[src/rtl/prog_loader.sv]
// prog_loader
//   Receives a serial program image (MSB first, 16-bit fields) and writes it
//   into the mips_16 instruction memory while holding the core in reset.
//   Frame: header word N, then N data words, then checksum = XOR of the data.
//   A good checksum releases the core (done); anything else parks in err.
//
// Ports
//   clk        : single clock, all state changes on the rising edge
//   reset      : asynchronous, active-low reset
//   start      : one-cycle pulse that begins or restarts a load
//   sin_valid  : qualifies sin_data this cycle
//   sin_data   : serial payload bit, MSB first
//   imem_we    : one-cycle instruction-memory write strobe
//   imem_addr  : instruction-memory write address (ADDR_W bits)
//   imem_wdata : instruction-memory write data (16 bits)
//   core_rst   : active-high reset for the core, low only in DONE
//   busy       : high while receiving header, data or checksum
//   done       : load finished with a matching checksum
//   err        : load rejected (bad header or bad checksum)
module prog_loader #(
  parameter int ADDR_W = 8
) (
  input  logic              clk,
  input  logic              reset,
  input  logic              start,
  input  logic              sin_valid,
  input  logic              sin_data,
  output logic              imem_we,
  output logic [ADDR_W-1:0] imem_addr,
  output logic [15:0]       imem_wdata,
  output logic              core_rst,
  output logic              busy,
  output logic              done,
  output logic              err
);

  localparam int MAX_WORDS = 2 ** ADDR_W;

  typedef enum logic [2:0] {
    S_IDLE,
    S_HDR,
    S_DATA,
    S_CSUM,
    S_DONE,
    S_ERR
  } state_t;

  state_t            state_reg;
  logic [3:0]        bit_cnt_reg;
  logic [14:0]       shift_reg;      // only 15 bits kept: the 16th arrives live
  logic [ADDR_W:0]   word_cnt_reg;   // one bit wider so N = MAX_WORDS is countable
  logic [ADDR_W:0]   n_words_reg;
  logic [ADDR_W-1:0] addr_reg;
  logic [15:0]       acc_reg;

  logic              in_frame;
  logic              take_bit;
  logic              word_done;
  logic [15:0]       word_val;
  logic [31:0]       hdr_ext;
  logic              hdr_ok;
  logic [ADDR_W:0]   word_cnt_inc;
  logic              last_word;

  always_comb begin
    in_frame     = (state_reg == S_HDR) || (state_reg == S_DATA) || (state_reg == S_CSUM);
    // start has priority: a bit arriving with start is dropped
    take_bit     = in_frame && sin_valid && !start;
    word_done    = take_bit && (bit_cnt_reg == 4'd15);
    word_val     = {shift_reg, sin_data};
    hdr_ext      = {16'h0000, word_val};
    hdr_ok       = (word_val != 16'h0000) && (hdr_ext <= 32'(MAX_WORDS));
    word_cnt_inc = word_cnt_reg + 1'b1;
    last_word    = (word_cnt_inc == n_words_reg);
  end

  always_ff @(posedge clk or negedge reset) begin
    if (!reset) begin
      state_reg    <= S_IDLE;
      bit_cnt_reg  <= '0;
      shift_reg    <= '0;
      word_cnt_reg <= '0;
      n_words_reg  <= '0;
      addr_reg     <= '0;
      acc_reg      <= '0;
      imem_we      <= 1'b0;
      imem_addr    <= '0;
      imem_wdata   <= 16'h0000;
      core_rst     <= 1'b1;
      busy         <= 1'b0;
      done         <= 1'b0;
      err          <= 1'b0;
    end else begin
      imem_we <= 1'b0;

      if (start) begin
        state_reg    <= S_HDR;
        bit_cnt_reg  <= '0;
        shift_reg    <= '0;
        word_cnt_reg <= '0;
        n_words_reg  <= '0;
        addr_reg     <= '0;
        acc_reg      <= '0;
        core_rst     <= 1'b1;
        busy         <= 1'b1;
        done         <= 1'b0;
        err          <= 1'b0;
      end else if (take_bit) begin
        shift_reg   <= word_val[14:0];
        bit_cnt_reg <= bit_cnt_reg + 4'd1;  // wraps to 0 after the 16th bit

        if (word_done) begin
          case (state_reg)
            S_HDR: begin
              if (!hdr_ok) begin
                state_reg <= S_ERR;
                err       <= 1'b1;
                busy      <= 1'b0;
              end else begin
                n_words_reg  <= (ADDR_W+1)'(word_val);
                word_cnt_reg <= '0;
                addr_reg     <= '0;
                state_reg    <= S_DATA;
              end
            end

            S_DATA: begin
              imem_we      <= 1'b1;
              imem_addr    <= addr_reg;
              imem_wdata   <= word_val;
              acc_reg      <= acc_reg ^ word_val;
              word_cnt_reg <= word_cnt_inc;
              if (last_word) begin
                // leave the address on the last slot instead of wrapping
                state_reg <= S_CSUM;
              end else begin
                addr_reg <= addr_reg + 1'b1;
              end
            end

            S_CSUM: begin
              busy <= 1'b0;
              if (word_val == acc_reg) begin
                state_reg <= S_DONE;
                done      <= 1'b1;
                core_rst  <= 1'b0;
              end else begin
                state_reg <= S_ERR;
                err       <= 1'b1;
              end
            end

            default: begin
            end
          endcase
        end
      end
    end
  end

endmodule
[config.mk]
export PLATFORM = sky130hd
export DESIGN_NAME = prog_loader
export DESIGN_NICKNAME = d
export VERILOG_FILES = /design/src/rtl/prog_loader.sv
export SDC_FILE = /design/constraint.sdc
export NUM_CORES = 1
export LEC_CHECK = 0
export CORE_UTILIZATION = 30
export DETAILED_ROUTE_END_ITERATION = 7
export PLACE_DENSITY = 0.48
export SYNTH_ARGS = -nofsm -noshare
export SYNTH_HDL_FRONTEND = slang
export SYNTH_SLANG_ARGS = --single-unit
[constraint.sdc]
create_clock -name clk -period 2.6 [get_ports clk]
set_clock_uncertainty 0.15 [all_clocks]
set_input_delay 0.39 -clock clk [delete_from_list [all_inputs] [get_ports clk]]
set_output_delay 0.39 -clock clk [all_outputs]
set_load 0.005 [all_outputs]
==> results of run 1 <==
stage by stage:
step | instances | power (mW) | setup slack (ps) | setup TNS [ps] | area [sq um]
final | 730 | 2.802 | 118.6 | 0 | 5517
after global routing | 730 | 2.920 | -16.49 | -16.49 | 5517
after CTS | 729 | 2.855 | 18.53 | 0 | 5500
after detailed placement | 712 | 1.624 | -79.15 | -816.2 | 5224
after global placement | 712 | 1.622 | -58.01 | -472.1 | 5224
after floorplan | 493 | 1.549 | 148.7 | 0 | 4556
critical path, cell delays in order, from the launching register on:
cell and delay (ps):
dfrtp_1 350, buf_4 160, and3_4 220, nand3_1 110
buf_4 170, a311oi_1 330, o2111ai_2 210, nor2_1 180
buf_4 190, nor2_1 60, mux2_2 260
synth_stat cells, drive strengths merged, types with 2 or more instances:
cell	count	share of area, %
nor4	4	0.55
nor2b	12	1.6
o21ai	17	1.9
nand2	138	11
or4	5	0.82
o31ai	4	0.66
and3	5	0.80
xor2	23	4.4
nand2b	5	0.69
o211ai	8	1.3
dfrtp	92	51
inv	7	0.58
o311ai	2	0.38
nand3	12	1.3
a311oi	2	0.38
nor2	32	2.7
a22o	3	0.58
nor3b	2	0.55
nand4	7	0.96
and2	2	0.33
a211oi	2	0.44
xnor2	22	4.2
a21o	3	0.49
a21oi	20	2.2
and3b	2	0.38
buf	12	1.5
nor3	3	0.33
mux2	9	2.2
clkbuf	21	1.8
ha	3	0.82
repair_timing:
item	4_1_cts	5_1_grt
hold endpoints to repair	42	0
hold buffers	1	0
setup buffers	0	1
endpoints found under the setup margin	0	7
resized for setup	0	2
where the power goes:
part | total, mW | internal (mW) | switching (mW)
clock | 1.20 | 0.674 | 0.530
combinational | 0.137 | 0.0459 | 0.0911
sequential | 1.46 | 1.45 | 0.00570
kinds of logic after synthesis:
logic type	count (synthesis)	synth area share, %
buffers and inverters	40	3.817
adder cells (fa/ha/maj)	3	0.8240
multiplexers	10	2.444
AO/OA/AOI/OAI	68	9.559
XOR/XNOR	45	8.651
flip-flops	93	51.11
AND/OR/NAND/NOR	234	23.59
layer usage:
metal | GRT usage (%) | share of wire [%] | up-vias
li1 | - | - | 1739
met4 | 4.089 | 1.0 | 0
met1 | 17.66 | 47 | 1727
met5 | 0 | 0 | -
met3 | 3.894 | 2.7 | 8
met2 | 23.63 | 49 | 37
layout make-up:
cell class	count	share of cell area, %
flip-flops and latches	93	42.21
clock buffers	14	4.604
inverters	7	0.4763
multi-input cells	360	37.38
clock inverters	2	0.2268
repair buffers	70	10.93
well taps	184	4.173
how the worst min path moves through the flow:
stage	slack (ps)	endpoint
3_3_place_gp	300	imem_wdata[2]
4_1_cts	200	acc_reg[15]
6_report	200	acc_reg[15]
3_5_place_dp	300	imem_wdata[1]
5_1_grt	220	acc_reg[15]
2_1_floorplan	-60	acc_reg[0]
==> results.yml, run 1 <==
yosys:
  syn_avg_cell_area_sq_um: 9.241
  synth_edf_count: 0
  ys_seq_area_share_pct: 51.11
  synth_nets: 501
  syn_area_sq_mm: 0.004556
  netlist_instances: 493
  ys_ff_latch: 93
  synth_ff_type: "dfrtp_1"
  async_reset_ff_share_pct: 100.0
  yosysWarningCount: 0
  yosysUniqueCellTypes: 53
run_status:
  status: "finished clean"
worst_setup_path:
  crit_arrival_ps: 2570
  r2r_slack_ps: 120
  startpoint_type: "flop"
  worstSetupPathType: "reg -> reg"
  rr_worst_depth: 10
  reg2reg_to: "addr_reg[0]"
  crit_end: "addr_reg[0]"
  r2r-start: "word_cnt_reg[0]"
  startpoint: "word_cnt_reg[0]"
  crit_fanout: 11
  critPathRequiredTime_ps: 2680
  crit_path_end_kind: "flop"
floorplanning:
  die_h_um: 125.2
  die_w_um: 125.2
  io-pin-count: 34
  die_area_sq_mm: 0.01568
  core_sq_mm: 0.01470
  rows: 44
  start_util_pct: 30.99
grt:
  grt_usage_pct: 14.08
  grt_pass1_vias: 3384
  grt-ovfl-total: 0
  grt_antenna_before_repair: 0
  grt_pass1_wl_um: 17360
  grt_start_max_net_pins: 48
clock_tree:
  cts.sinks: 93
  clk_pin_slew_ps: 70
  root_buffer: "clkbuf_16"
  cts_tree: "built"
  clock_latency_ps: 340
  ctsHtreeMaxLevel: 3
  clock_path_buffers: 2
  cts_buffers: 9
min_path:
  hold_depth: 2
  hp-class: "in -> reg"
  worstHoldStart: "start"
final_layout:
  seqCellArea_sq_mm: 0.002328
  fillCellCount: 1463
  drive_gt1_share_pct: 12.82
  nets: 549
  final_cell_mix: "nand2_1, dfrtp_1, buf_4"
  final_common_cell: "nand2_1"
  area_growth_pct: 21.09
  antennaDiodeCount: 0
  multi_input_area_sq_mm: 0.002062
  fin_util_pct: 37.53
detailed_routing:
  ant_nets: 0
  drtIter0Drc: 243
  vias: 3511
  avgViaCountPerCell: 4.810
  drt_pass1_iterations: 6
  drcViolationCount: 0
  wl_per_cell_um: 14.37
  wl_um: 10490
sta:
  fin_crit_ps: 2481
  finalHoldViolCount: 0
  post-route-period-util_pct: 95.44
  maxSlewHeadroom_pct: 59.12
  setup_violations: 0
  drv_slew: 0
  tightestPinTransition_ps: 613.2
  hold_slack_ps: 202.3
  max_freq_ghz: 0.4030
placement:
  place_hpwl_um: 7250
  place.gp.congestion: 0.7687
  io_buffers: 33
run:
  cap_viol_max_count: 0
power_and_ir_drop:
  ir_worst_vdd_uv: 290.6
  power_density_mw_per_mm2: 507.9
  p_leak_nw: 2.505
No activity file was read; power rests on OpenSTA's default activity.
==> run 2: changes to the inputs <==
CTS_CLUSTER_SIZE = 25   (was unset)
==> results of run 2 <==
Final layout, timing and power as in run 1 (identical DEF).
==> run 3: changes to the inputs <==
CTS_CLUSTER_SIZE = unset   (was 25)
==> results of run 3 <==
Final layout, timing and power as in run 1 (identical DEF).
